===== config.mk =====
export PLATFORM = sky130hd
export DESIGN_NAME = branch_resolve_bht
export DESIGN_NICKNAME = d
export VERILOG_FILES = /design/src/rtl/branch_resolve_bht.sv
export SDC_FILE = /design/constraint.sdc
export NUM_CORES = 1
export LEC_CHECK = 0
export BUFFER_PORTS_ARGS = -buffer_cell sky130_fd_sc_hd__clkbuf_2
export CAP_MARGIN = 20
export CORE_UTILIZATION = 57
export CTS_BUF_LIST = sky130_fd_sc_hd__clkbuf_16
export DETAILED_ROUTE_END_ITERATION = 16
export PLACE_DENSITY = 0.81
export SYNTH_ARGS = -nofsm -noshare
export SYNTH_HDL_FRONTEND = slang
export SYNTH_SLANG_ARGS = --single-unit
export TNS_END_PERCENT = 10

===== constraint.sdc =====
create_clock -name clk -period 3.4 [get_ports clk]
set_clock_uncertainty 0.05 [all_clocks]
set_input_delay 0.34 -clock clk [delete_from_list [all_inputs] [get_ports clk]]
set_output_delay 0.34 -clock clk [all_outputs]
set_load 0.02 [all_outputs]

===== src/rtl/branch_resolve_bht.sv =====
// ============================================================================
//  Module   : branch_resolve_bht
//  Purpose  : B-type branch resolution with a 2-bit-counter branch history
//             table and saturating branch/mispredict performance counters.
//  Revision : 1.0 - initial release
// ============================================================================
`default_nettype none

module branch_resolve_bht #(
    parameter int         XLEN      = 32,
    parameter int         BHT_DEPTH = 64,
    parameter logic [1:0] CNT_INIT  = 2'b01,
    parameter int         PERF_W    = 32
) (
    input  logic              clk,
    input  logic              rst_n,
    input  logic [XLEN-1:0]   i_fe_pc,
    output logic              o_fe_pred_taken,
    input  logic              i_br_valid,
    input  logic [2:0]        i_br_funct3,
    input  logic [XLEN-1:0]   i_br_pc,
    input  logic [XLEN-1:0]   i_br_rs1,
    input  logic [XLEN-1:0]   i_br_rs2,
    input  logic              i_br_pred_taken,
    output logic              o_res_valid,
    output logic              o_res_taken,
    output logic              o_res_mispredict,
    output logic              o_res_illegal,
    output logic [PERF_W-1:0] o_perf_branches,
    output logic [PERF_W-1:0] o_perf_mispredicts
);

    localparam int c_IDX_W = $clog2(BHT_DEPTH);

    logic [1:0]         r_bht [BHT_DEPTH];
    logic               r_res_valid;
    logic               r_res_taken;
    logic               r_res_mispredict;
    logic               r_res_illegal;
    logic [PERF_W-1:0]  r_perf_branches;
    logic [PERF_W-1:0]  r_perf_mispredicts;

    logic [c_IDX_W-1:0] w_fe_idx;
    logic [c_IDX_W-1:0] w_br_idx;
    logic               w_eq;
    logic               w_lt_s;
    logic               w_lt_u;
    logic               w_cond;
    logic               w_illegal;
    logic               w_upd;
    logic               w_mispredict;
    logic [1:0]         w_cnt_cur;
    logic [1:0]         w_cnt_next;
    logic               w_unused_pc;

    assign w_fe_idx = i_fe_pc[c_IDX_W+1:2];
    assign w_br_idx = i_br_pc[c_IDX_W+1:2];
    assign w_unused_pc = ^{i_fe_pc[XLEN-1:c_IDX_W+2], i_fe_pc[1:0],
                           i_br_pc[XLEN-1:c_IDX_W+2], i_br_pc[1:0]};

    // Read-before-write: the table is only written at the edge, so a lookup
    // colliding with an update naturally sees the old counter.
    assign o_fe_pred_taken = r_bht[w_fe_idx][1];

    assign w_eq      = (i_br_rs1 == i_br_rs2);
    assign w_lt_s    = ($signed(i_br_rs1) < $signed(i_br_rs2));
    assign w_lt_u    = (i_br_rs1 < i_br_rs2);
    assign w_illegal = (i_br_funct3[2:1] == 2'b01);

    always_comb begin
        w_cond = 1'b0;
        case (i_br_funct3)
            3'b000:  w_cond = w_eq;
            3'b001:  w_cond = ~w_eq;
            3'b100:  w_cond = w_lt_s;
            3'b101:  w_cond = ~w_lt_s;
            3'b110:  w_cond = w_lt_u;
            3'b111:  w_cond = ~w_lt_u;
            default: w_cond = 1'b0;
        endcase
    end

    assign w_upd        = i_br_valid & ~w_illegal;
    assign w_mispredict = w_upd & (w_cond != i_br_pred_taken);

    always_comb begin
        w_cnt_cur  = r_bht[w_br_idx];
        w_cnt_next = w_cnt_cur;
        if (w_cond) begin
            if (w_cnt_cur != 2'b11) w_cnt_next = w_cnt_cur + 2'd1;
        end else begin
            if (w_cnt_cur != 2'b00) w_cnt_next = w_cnt_cur - 2'd1;
        end
    end

    always_ff @(posedge clk or negedge rst_n) begin
        if (!rst_n) begin
            for (int i = 0; i < BHT_DEPTH; i++) r_bht[i] <= CNT_INIT;
        end else if (w_upd) begin
            r_bht[w_br_idx] <= w_cnt_next;
        end
    end

    always_ff @(posedge clk or negedge rst_n) begin
        if (!rst_n) begin
            r_res_valid        <= 1'b0;
            r_res_taken        <= 1'b0;
            r_res_mispredict   <= 1'b0;
            r_res_illegal      <= 1'b0;
            r_perf_branches    <= '0;
            r_perf_mispredicts <= '0;
        end else begin
            r_res_valid      <= i_br_valid;
            r_res_taken      <= w_upd & w_cond;
            r_res_mispredict <= w_mispredict;
            r_res_illegal    <= i_br_valid & w_illegal;
            if (w_upd && (r_perf_branches != '1))
                r_perf_branches <= r_perf_branches + PERF_W'(1);
            if (w_mispredict && (r_perf_mispredicts != '1))
                r_perf_mispredicts <= r_perf_mispredicts + PERF_W'(1);
        end
    end

    assign o_res_valid        = r_res_valid;
    assign o_res_taken        = r_res_taken;
    assign o_res_mispredict   = r_res_mispredict;
    assign o_res_illegal      = r_res_illegal;
    assign o_perf_branches    = r_perf_branches;
    assign o_perf_mispredicts = r_perf_mispredicts;

endmodule

`default_nettype wire


# Word-level counts from Yosys, hierarchy flattened
# Index checks and enable logic that the tools add are counted.
# totals
word_cells	118
regBits	196
input_bits	135
out_inout_bits	69
# classes
bitwise	10
reduce_logical	5
eq_ne	11
muxes	13
magnitude_cmp	5
n_addsub	4
# ops
operator	count
128-bit bitwise mux	1
32-bit by 1-bit adder with 32-bit output, second input constant	2
32-bit less-than comparator	2
32-bit != test, second input constant	2
32-bit == test	1
2-bit binary-select mux with 6-bit select	2
2-bit 2-to-1 mux	8
7-bit greater-or-equal comparator, second input constant	2
6-bit inverter with 7-bit output	2
2-bit demux with 6-bit select	1
3-bit == test, second input constant	4
7-bit by 1-bit less-than comparator with 1-bit output, second input constant	1
1-bit one-hot mux with 6 select lines	1
1-bit AND	4
1-bit inverter	4
3-bit by 1-bit == test with 1-bit output, second input constant	1
1-bit logical AND	3
3-bit logical NOT	1
2-bit by 1-bit adder with 2-bit output, second input constant	1
2-bit by 1-bit == test with 1-bit output, second input constant	1
2-bit != test, second input constant	1
2-bit nonzero test	1
2-bit by 1-bit subtractor with 2-bit output, second input constant	1
1-bit != test	1

# Depth between registers and ports, before layout
# Gate-level depths: netlist of run 1.
# logic_depth
depth_word	8
mapped_depth	12
mapped_depth_nobuf	10

# Worst setup path after synthesis of run 1
# No wires, ideal clock.
# synth_path
path_type	input -> output
from	input i_fe_pc[2]
to	output o_fe_pred_taken
arrival_ns	2.576
cell_stages	5
slack_ns	0.434
t_required_ns	3.010
n_path_buf	2
cell_sequence	clkbuf_1 > buf_2 > mux4_2 > mux4_2 > mux4_2
# synth_between
elab_chain_len	4
# synth_lines
item	line	rtl
start, declared	17	input logic [XLEN-1:0] i_fe_pc,
6-bit inverter with 7-bit output (implied by the code)	63	assign o_fe_pred_taken = r_bht[w_fe_idx][1];
2-bit binary-select mux with 6-bit select	63	
2-bit 2-to-1 mux (implied by the code) (2 in a row)	63	
end, declared	18	output logic o_fe_pred_taken,
# No other way between the ends. The select of a mux whose other input is x is not followed.

# Final worst setup path of run 1
# layout_path
from	register r_perf_mispredicts[6] (netlist: o_perf_mispredicts[6])
to	register r_perf_mispredicts[31] (netlist: o_perf_mispredicts[31])
# layout_between
elab_chain_len	2
word_cells_on_any_way	3
cone_classes	add/sub (1); eq/ne (1); reduce/logical (1)
# layout_lines
item	line	rtl
start, declared	41	logic [PERF_W-1:0] r_perf_mispredicts;
start signal, assigned	120	r_perf_mispredicts <= r_perf_mispredicts + PERF_W'(1);
branches (longest 2 deep; another with 32-bit by 1-bit adder with 32-bit output)	--	
# Parallel ways; which one is timed is not known.
# A chain may end at the register's enable or synchronous reset.

==> summary.txt, run 1 <==
Outcome
  • Outcome: finished clean

Logic synthesis
  • Flops & latches, synth: 196
  • Top_reg_cell synth: dfrtp_1
  • Async SR Flop Fraction: 100.0%
  • Yosys warnings: 0
  • Leading area contributor after synthesis: dfrtp_1
  • Synth top area cells: dfrtp_1, dfstp_2, nand2_1
  • Post-synth EDFFs: 0
  • Netlist cell types: 75
  • Most frequent cell after synthesis: nand2_1
  • Synthesized instance count: 1154
  • Syn Std Cell Area: 0.01137 sq mm
  • Sequential share of the synthesized area: 43.86%
  • Synth top area share: 29.06%
  • Synth top cells by count: nand2_1, dfrtp_1, nor2_1, o21ai_1, dfstp_2
  • Synth Area per Inst: 9.849 sq um
  • Net Count, Synth: 1323

Setup path
  • Required time of the critical path: 3710 ps
  • Register-to-Register Path Depth: 9
  • CP startpoint kind: flip-flop
  • Setup Crit Path Kind: reg -> reg
  • Crit. End Element: flip-flop
  • R2r startpoint: o_perf_mispredicts[6]
  • WP data arrival: 3300 ps
  • Reg2reg setup slack: 410 ps
  • Worst Path Max Fanout: 21
  • CP Launch Point: o_perf_mispredicts[6]
  • Worst reg2reg path endpoint: o_perf_mispredicts[31]

Placed design
  • Placed Instances: 1557
  • PortBufs: 151
  • DP HPWL: 20.36 mm
  • Final estimated routing congestion in global placement: 0.8798
  • Place WS: 168.7 ps

STA
  • Final Hold Fails: 0
  • Final period util: 88.03%
  • Worst hold slack: 20.10 ps
  • Tmin final: 2993 ps
  • RSZ-0062 raised after global routing: false
  • Max-Slew Margin vs Limit: 43.35%
  • Fin Setup TNS: 0 ps
  • Slew @ Worst Pin: 847.9 ps
  • FMAX: 334.1 MHz
  • Slew Limit Fails: 0
  • Final Setup Violations: 0
  • Worst setup margin: 406.8 ps

Floorplan
  • Die width: 143.2 microns
  • Die area: 0.02051 sq mm
  • CORE AREA: 0.01953 sq mm
  • Num rows: 51
  • IO Pins: 204
  • Initial Util: 58.21%
  • DIE HEIGHT: 143.2 microns

Power and ir drop
  • Max VDD drop: 489.1 uV
  • Static Leak: 5.780 nW
  • PnR Total Power: 6.104 mW
  • Power Dens Cells: 466.2 mW/mm^2

CTS
  • CTS Buf Count: 17
  • Clock transition at the registers of the reported paths: 70 ps
  • CTS Root Cell: clkbuf_16
  • Clk Latency, worst-skew pair: 440 ps
  • CTS tree: yes
  • Clk buf depth: 2
  • Setup bufs post-CTS: 0
  • Hold Buf Count CTS: 1
  • H-tree levels: 4
  • Clk sink count: 196
  • PostCTS Resize Cnt: 0

Global routing
  • Largest net degree at the start of global routing: 96
  • Total grt overflow: 0
  • Number of global-route vias before repair: 9203
  • Initial antenna violation count: 0
  • Global-route wire length before repair: 46.43 mm
  • GRT Overall Usage: 29.24%

Routing
  • Initial DRC count: 651
  • DRT antenna net count: 0
  • Router iterations before antenna repair: 5
  • Routed len/inst: 18.03 microns
  • Post-Route WL: 28.67 mm
  • DR top layer: met4
  • WL met2: 13.85 mm
  • DR WL met3: 1.944 mm
  • Drc violations: 0
  • Vias: 9576
  • Met1 Wirelength: 11.95 mm
  • DR vias/cell: 6.023

Layout
  • Nets: 1481
  • Area grow syn2layout: 15.18%
  • Share of post-route cells with drive strength above 1: 28.30%
  • Antenna diodes: 0
  • Non-Filler Instances: 1590

Min path
  • Hold crit path type: in -> reg
  • HP Start: i_br_valid
  • Hold depth: 1
  • Endpoint, Worst Hold: o_res_valid

Job
  • Maximum Capacitance Violations: 0
-- layout make-up --
type / instances / area [sq um]
clock buffers: 17 / 425.4
well taps: 265 / 331.6
multi-input cells: 860 / 5857
flip-flops and latches: 196 / 4985
clock inverters: 15 / 165.2
inverters: 46 / 172.7
fillers: 1532 / 6435
repair buffers: 191 / 1155
-- stage by stage --
stage,utilization [%],cell area (sq um)
CTS,67.04,13090
floorplan,-,11370
detailed placement,63.97,12490
global placement,63.97,12490
global route,67.04,13090
finish,67.04,13090
-- registers in the layout, summed over array words and instances (netlist names) --
signal / count
o_perf_branches: 32
o_perf_mispredicts: 32
o_res_mispredict: 1
o_res_valid: 1
o_res_taken: 1
o_res_illegal: 1
r_bht: 128
-- cell families (layout without fill, tap and decap cells) --
group | Yosys count | in the layout | synth area share [%]
compound gates | 212 | 212 | 12.43
flops | 196 | 196 | 43.86
buf+inv | 98 | 269 | 4.612
fa+ha+maj | 36 | 36 | 3.985
xor+xnor | 63 | 63 | 4.855
simple gates | 463 | 463 | 19.10
mux | 86 | 86 | 11.16
-- worst max-delay path, stage by stage (launching register included) --
cell	delay, ps
dfrtp_1	460
and3_1	250
nand4_1	200
nor3_2	390
nand4_4	220
o31ai_4	530
buf_4	350
nor4_1	90
mux2i_1	220
xnor2_1	150
-- how the worst max path moves through the flow --
stage                                         to  slack (ps)  cells after the start
after global routing      o_perf_mispredicts[20]         210                      9
after CTS                 o_perf_mispredicts[31]         450                      9
after floorplan                  o_fe_pred_taken         430                      5
after detailed placement              r_bht[117]         170                     11
final                     o_perf_mispredicts[31]         410                      9
after global placement                 r_bht[43]         220                     11
-- report_power, final --
group | switching [mW] | internal [mW]
Sequential | 0.195 | 2.65
Combinational | 0.708 | 0.492
Clock | 0.913 | 1.15
-- routing by layer --
layer	vias up	global-route usage, %
met3	64	5.634
met1	4695	37.66
met4	0	13.05
met2	371	47.98
met5	-	0
li1	4446	-
-- placed cells by master (no fill, tap or decap), types with 21 or more instances in the layout --
cell,count
nand2_1,193
clkbuf_2,149
dfrtp_1,132
nor2_1,83
o21ai_1,67
dfstp_2,64
mux2i_1,48
inv_1,47
nand3_1,47
xnor2_1,46
a21oi_1,40
nor3_1,40
ha_1,34
mux4_2,32
buf_4,32
nor4_1,24
nand4_1,21
No activity file was read; power rests on OpenSTA's default activity.
==> inputs of run 2 (changes only) <==
--- a/config.mk
+++ b/config.mk
@@ -7,10 +7,10 @@
 export LEC_CHECK = 0
 export BUFFER_PORTS_ARGS = -buffer_cell sky130_fd_sc_hd__clkbuf_2
 export CAP_MARGIN = 20
-export CORE_UTILIZATION = 57
-export CTS_BUF_LIST = sky130_fd_sc_hd__clkbuf_16
+export CORE_UTILIZATION = 58
+export CTS_BUF_LIST = sky130_fd_sc_hd__clkbuf_4 sky130_fd_sc_hd__clkbuf_8
 export DETAILED_ROUTE_END_ITERATION = 16
-export PLACE_DENSITY = 0.81
+export PLACE_DENSITY = 0.82
 export SYNTH_ARGS = -nofsm -noshare
 export SYNTH_HDL_FRONTEND = slang
 export SYNTH_SLANG_ARGS = --single-unit
==> run 2 against run 1 <==
Combinational power barely moved; clock power is 29% lower; clock-buffer cell count increased by 2; global-route usage up 0.62 points; core utilization rose by 0.84 points; setup slack improved by 43 ps; routed wire length down 1.6%; first-iteration DRC count rose by 4.5%; fmax rose by 1.4%; final area decreased by 1.7%; worst hold slack improved by 180 ps; critical endpoint is now o_fe_pred_taken; largest cell class unchanged; highest routed layer is now met5.
==> summary.txt, run 2 (synthesis gave the netlist of run 1 again) <==
Routing
  • Vias: 9415 (-1.7%)
  • DR vias/cell: 5.955 (-1.1%)
  • Initial DRC count: 680 (+4.5%)
  • Routed len/inst: 17.85 microns (-1.0%)
  • Drc violations: 0 (unchanged)
  • Router iterations before antenna repair: 9 (+4)
  • DRT antenna net count: 0 (unchanged)
  • Post-Route WL: 28.23 mm (-1.6%)

Floorplan
  • CORE AREA: 0.01896 sq mm (-2.9%)
  • Die area: 0.02016 sq mm (-1.7%)
  • Num rows: 50 (-2.0%)
  • Die width: 142.0 microns (-0.86%)
  • DIE HEIGHT: 142.0 microns (-0.86%)
  • IO Pins: 204 (unchanged)
  • Initial Util: 59.96% (+1.8 points)

Layout
  • Multi-input gate area: 0.005857 sq mm (unchanged)
  • Core Util, Final: 67.89% (+0.84 points)
  • Nets: 1477 (-0.27%)
  • Number of fill cells in the layout: 1446 (-5.6%)
  • Reg with most FFs: r_bht
  • Number of flip-flops in the largest register: 128 (unchanged)
  • Share of post-route cells with drive strength above 1: 28.31% (about the same)
  • Non-Filler Instances: 1581 (-0.57%)
  • Antenna diodes: 0 (unchanged)
  • Commonest non-fill, non-tap cell in the layout: nand2_1
  • Most frequent cells in the layout: nand2_1, clkbuf_2, dfrtp_1
  • Sequential cell area: 0.004985 sq mm (unchanged)
  • Area grow syn2layout: 13.22%

CTS
  • Clock transition at the registers of the reported paths: 110 ps (+40 ps)
  • Clk sink count: 196 (unchanged)
  • Setup bufs post-CTS: 0 (unchanged)
  • CTS Buf Count: 17 (unchanged)
  • Clk buf depth: 2 (unchanged)
  • H-tree levels: 4 (unchanged)
  • Clk Latency, worst-skew pair: 490 ps (+50 ps)
  • CTS Root Cell: clkbuf_8
  • CTS tree: yes

Power and ir drop
  • PnR Total Power: 5.502 mW (-9.9%)
  • Max VDD drop: 410.9 uV (-16%)
  • Static Leak: 5.682 nW (-1.7%)
  • Power Dens Cells: 427.6 mW/mm^2 (-8.3%)

Global routing
  • GR Util met1: 38.32% (+0.66 points)
  • Met2 Usage GRT: 49.79% (+1.8 points)
  • GRT Overall Usage: 29.86% (+0.62 points)
  • GRT Max-Usage Layer: met2
  • Initial antenna violation count: 1 (+1)
  • GR Util met3: 5.956% (+0.32 points)
  • Total grt overflow: 0 (unchanged)
  • Number of global-route vias before repair: 9489 (+3.1%)
  • Global-route wire length before repair: 47.05 mm (+1.3%)
  • Largest net degree at the start of global routing: 111 (+16%)

Setup path
  • CP startpoint kind: flip-flop
  • CP Cell Sequence: mux4_2 > mux4_2 > mux4_2 > clkbuf_2
  • Setup Crit Path Kind: reg -> out
  • Buf/Inv on CP: 1 (unchanged)
  • Crit path max-delay cell type: mux4_2
  • Crit. End Element: primary output
  • Required time of the critical path: 3010 ps (-700 ps)
  • Worst Path Max Fanout: 3 (-86%)
  • Crit path max-delay family: multiplexers
  • WP data arrival: 2560 ps (-740 ps)
  • Slowest stage delay, CP: 530 ps (about the same)
  • Cell repeated most along the worst path: mux4_2

STA
  • Final period util: 86.78% (-1.3 points)
  • Fin Setup TNS: 0 ps (unchanged)
  • FMAX: 338.9 MHz (+1.4%)
  • Final Setup Violations: 0 (unchanged)
  • Max-Slew Margin vs Limit: 38.20% (-5.2 points)
  • RSZ-0062 raised after global routing: false
  • Slew Limit Fails: 0 (unchanged)
  • Slew @ Worst Pin: 925.0 ps (+77.14 ps)
  • Final Hold Fails: 0 (unchanged)
  • Tmin final: 2951 ps (-42.53 ps)

Placed design
  • Final estimated routing congestion in global placement: 0.9222 (+4.8%)
  • DP HPWL: 20.31 mm (-0.26%)
  • Placed Instances: 1547 (-0.64%)
  • PortBufs: 151 (unchanged)

Job
  • Maximum Capacitance Violations: 0 (unchanged)

Min path
  • Hold crit path type: in -> reg

Outcome
  • Outcome: finished clean
==> run 2: tightest hold or removal path: cells and delay by family <==
family | cells | cell delay (ps)
buffers and inverters | 1 | 120
AND/OR/NAND/NOR | 2 | 230
==> run 2: through the flow <==
stage | hold slack, ps | worst slack (ps) | area [sq um]
after global placement | 399.8 | 172.6 | 12470
after CTS | 181.3 | 438.2 | 12870
after global routing | 198.5 | 354.3 | 12870
final | 195.2 | 449.4 | 12870
after detailed placement | 404.8 | 83.09 | 12470
after floorplan | -5.591 | 433.7 | 11370
==> run 2: what timing repair did <==
item | in CTS | in global routing
hold endpoints to repair | 73 | 0
hold buffers | 2 | 0
gates resized for setup | 0 | 0
==> run 2: routing by layer <==
layer  share of wire, %  up-vias
met5              0.039        -
met4                3.2        2
met3                6.4       70
met2                 49      355
met1                 41     4556
li1                   -     4432
==> run 2: worst paths after layout <==
path / from / end / slack [ps] / cells after the start
setup / recovery: r_bht[65] / o_fe_pred_taken / 450 / 4
hold / removal: i_br_funct3[1] / o_res_illegal / 200 / 3
setup reg to reg: o_perf_mispredicts[6] / o_perf_mispredicts[1] / 620 / 8
hold reg to reg: r_bht[60] / r_bht[60] / 410 / 2
max in group asynchronous: rst_n / r_bht[18] / 1820 / 3
min in group asynchronous: rst_n / r_bht[103] / 490 / 2
==> run 2: layout make-up <==
cell class	instances	area share, %
timing repair buffer	187	8.955
clock buffer	19	2.032
inverter	46	1.342
tap	260	2.528
sequential	196	38.74
multi-input combinational	860	45.51
clock inverter	13	0.8945
==> run 2: where the power goes <==
| part | internal, mW | leakage [nW] | switching (mW) |
|---|---|---|---|
| Clock | 0.571 | 0.189 | 0.900 |
| Combinational | 0.492 | 3.03 | 0.700 |
| Sequential | 2.64 | 2.46 | 0.194 |
| Total | 3.71 | 5.68 | 1.79 |
==> inputs of run 3 (changes only) <==
--- a/config.mk
+++ b/config.mk
@@ -7,10 +7,12 @@
 export LEC_CHECK = 0
 export BUFFER_PORTS_ARGS = -buffer_cell sky130_fd_sc_hd__clkbuf_2
 export CAP_MARGIN = 20
-export CORE_UTILIZATION = 58
+export CELL_PAD_IN_SITES_DETAIL_PLACEMENT = 0
+export CELL_PAD_IN_SITES_GLOBAL_PLACEMENT = 1
+export CORE_UTILIZATION = 45
 export CTS_BUF_LIST = sky130_fd_sc_hd__clkbuf_4 sky130_fd_sc_hd__clkbuf_8
 export DETAILED_ROUTE_END_ITERATION = 16
-export PLACE_DENSITY = 0.82
+export PLACE_DENSITY_LB_ADDON = 0.1
 export SYNTH_ARGS = -nofsm -noshare
 export SYNTH_HDL_FRONTEND = slang
 export SYNTH_SLANG_ARGS = --single-unit
==> run 3 against run 2 <==
Clock-buffer cell count down 1; setup slack worse by 39 ps; die area up 28%; core utilization down 14 points; critical path type is now reg -> reg.
==> summary.txt, run 3 (synthesis gave the netlist of run 1 again) <==
Outcome
  • Outcome: finished clean

CTS
  • CTS Buf Count: 17 (unchanged)
  • CTS tree: yes
  • Clk Latency, worst-skew pair: 470 ps (-20 ps)
  • H-tree levels: 4 (unchanged)
  • Setup bufs post-CTS: 0 (unchanged)
  • CTS Root Cell: clkbuf_8
  • Clock transition at the registers of the reported paths: 100 ps (about the same)
  • Clk sink count: 196 (unchanged)
  • PostCTS Resize Cnt: 0 (unchanged)
  • Hold Buf Count CTS: 2 (unchanged)
  • Clk buf depth: 2 (unchanged)

Setup path
  • Crit. End Element: flip-flop
  • CP startpoint kind: flip-flop
  • Crit path max-delay family: simple AND/OR/NAND/NOR gates
  • Required time of the critical path: 3730 ps (+720 ps)
  • Reg2reg setup slack: 410 ps (-210 ps)
  • Worst Path Max Fanout: 12 (+9)
  • Slowest stage delay, CP: 550 ps (+20 ps)
  • Setup Crit Path Kind: reg -> reg
  • WP data arrival: 3320 ps (+760 ps)
  • Worst reg2reg path endpoint: o_perf_mispredicts[29]
  • Crit path max-delay cell type: o31ai_4
  • Register-to-Register Path Depth: 9 (+1)
  • Buf/Inv on CP: 1 (unchanged)
  • CP Cell Sequence: and3_1 > nand4_1 > nor3_2 > nand4_4 > o31ai_4 > buf_4 > nor4_1 > mux2i_1 > xnor2_1
  • R2r startpoint: o_perf_mispredicts[6]

Placed design
  • PortBufs: 151 (unchanged)
  • DP HPWL: 21.66 mm (+6.6%)
  • Final estimated routing congestion in global placement: 0.8063 (-13%)

STA
  • Fin Setup TNS: 0 ps (unchanged)
  • RSZ-0062 raised after global routing: false
  • Final Hold Fails: 0 (unchanged)
  • Max-Slew Margin vs Limit: 37.82% (-0.38 points)
  • Slew @ Worst Pin: 930.7 ps (+5.630 ps)
  • Final period util: 87.94% (+1.2 points)
  • Final Setup Violations: 0 (unchanged)
  • Tmin final: 2990 ps (+39.21 ps)
  • Slew Limit Fails: 0 (unchanged)
  • FMAX: 334.5 MHz (-1.3%)

Min path
  • HP Start: i_br_funct3[1]
  • Hold depth: 3 (unchanged)
  • Endpoint, Worst Hold: o_res_illegal
  • Hold crit path type: in -> reg

Global routing
  • Number of global-route vias before repair: 9172 (-3.3%)
  • Global-route wire length before repair: 49.15 mm (+4.5%)
  • Initial antenna violation count: 0 (-1)
  • Largest net degree at the start of global routing: 90 (-19%)
  • Total grt overflow: 0 (unchanged)
  • GRT Overall Usage: 24.10% (-5.8 points)

Layout
  • Commonest non-fill, non-tap cell in the layout: nand2_1
  • Number of fill cells in the layout: 2279 (+58%)
  • Most frequent cells in the layout: nand2_1, clkbuf_2, dfrtp_1
  • Sequential cell area: 0.004985 sq mm (unchanged)
  • Area grow syn2layout: 15.55%
  • Nets: 1489 (+0.81%)
  • Core Util, Final: 53.53% (-14 points)
  • Number of flip-flops in the largest register: 128 (unchanged)
  • Share of post-route cells with drive strength above 1: 28.96% (+0.65 points)
  • Antenna diodes: 0 (unchanged)
  • Reg with most FFs: r_bht
  • Multi-input gate area: 0.005857 sq mm (unchanged)

Power and ir drop
  • Static Leak: 5.783 nW (+1.8%)
  • Power Dens Cells: 436.7 mW/mm^2 (+2.1%)
  • Max VDD drop: 314.9 uV (-23%)

Floorplan
  • Num rows: 57 (+14%)
  • DIE HEIGHT: 160.9 microns (+13%)
  • Die area: 0.02590 sq mm (+28%)
  • Die width: 160.9 microns (+13%)
  • CORE AREA: 0.02453 sq mm (+29%)
  • IO Pins: 204 (unchanged)
  • Initial Util: 46.33% (-14 points)

Job
  • Maximum Capacitance Violations: 0 (unchanged)

Routing
  • Routed len/inst: 18.02 microns (+0.92%)
  • Initial DRC count: 605 (-11%)
  • Drc violations: 0 (unchanged)
  • DR vias/cell: 5.505 (-7.6%)
  • Post-Route WL: 29.85 mm (+5.8%)
  • Router iterations before antenna repair: 5 (-4)
  • Vias: 9122 (-3.1%)
  • DRT antenna net count: 0 (unchanged)
## run 3: worst register-to-register path, stage by stage (launching register included)
cell and delay, ps:
dfrtp_1 490, and3_1 270, nand4_1 220, nor3_2 410, nand4_4 240, o31ai_4 560
buf_4 270, nor4_1 60, mux2i_1 190, xnor2_1 150
## run 3: how the worst max path moves through the flow
| stage | from | to | slack (ps) | cells after the start |
|---|---|---|---|---|
| 3_3_place_gp | i_br_pc[2] | r_bht[4] | 240 | 10 |
| 3_5_place_dp | i_br_pc[2] | r_bht[48] | 210 | 10 |
| 4_1_cts | o_perf_mispredicts[6] | o_perf_mispredicts[29] | 390 | 9 |
| 2_1_floorplan | i_fe_pc[2] | o_fe_pred_taken | 430 | 5 |
| 6_report | o_perf_mispredicts[6] | o_perf_mispredicts[29] | 410 | 9 |
| 5_1_grt | o_perf_mispredicts[6] | o_perf_mispredicts[29] | 200 | 9 |
## run 3: stage by stage
step / power (mW) / instances / area, sq um / setup WS (ps) / hold WS, ps
floorplan: 3.653 / 1154 / 11370 / 433.7 / -5.591
global placement: 4.082 / 1623 / 12680 / 238.2 / 399.6
detailed placement: 4.101 / 1623 / 12680 / 210.3 / 404.5
CTS: 5.783 / 1657 / 13130 / 393.0 / 192.6
global route: 6.029 / 1657 / 13130 / 204.3 / 215.0
finish: 5.736 / 1657 / 13130 / 410.2 / 195.0
## run 3: cell type report
type                    instances  share of cell area, %
repair buffers                199                  9.746
well taps                     324                  3.087
flip-flops and latches        196                  37.95
clock inverters                14                  1.467
inverters                      46                  1.315
multi-input cells             860                  44.59
clock buffers                  18                  1.839
## run 3: metal layers
layer | global-route usage (%) | vias to the layer above | wire length [microns]
li1 | - | 4463 | -
met1 | 33.12 | 4417 | 13870
met2 | 39.75 | 211 | 14200
met3 | 4.210 | 31 | 1316
met4 | 5.317 | 0 | 465
met5 | 0 | - | 0
## run 3: power breakdown
part           switching (mW)  leakage (nW)  total (mW)  internal (mW)
sequential              0.183          2.46        2.83           2.64
clock                   0.922         0.215        1.68          0.762
combinational           0.707          3.11        1.22          0.518
total                    1.81          5.78        5.74           3.92
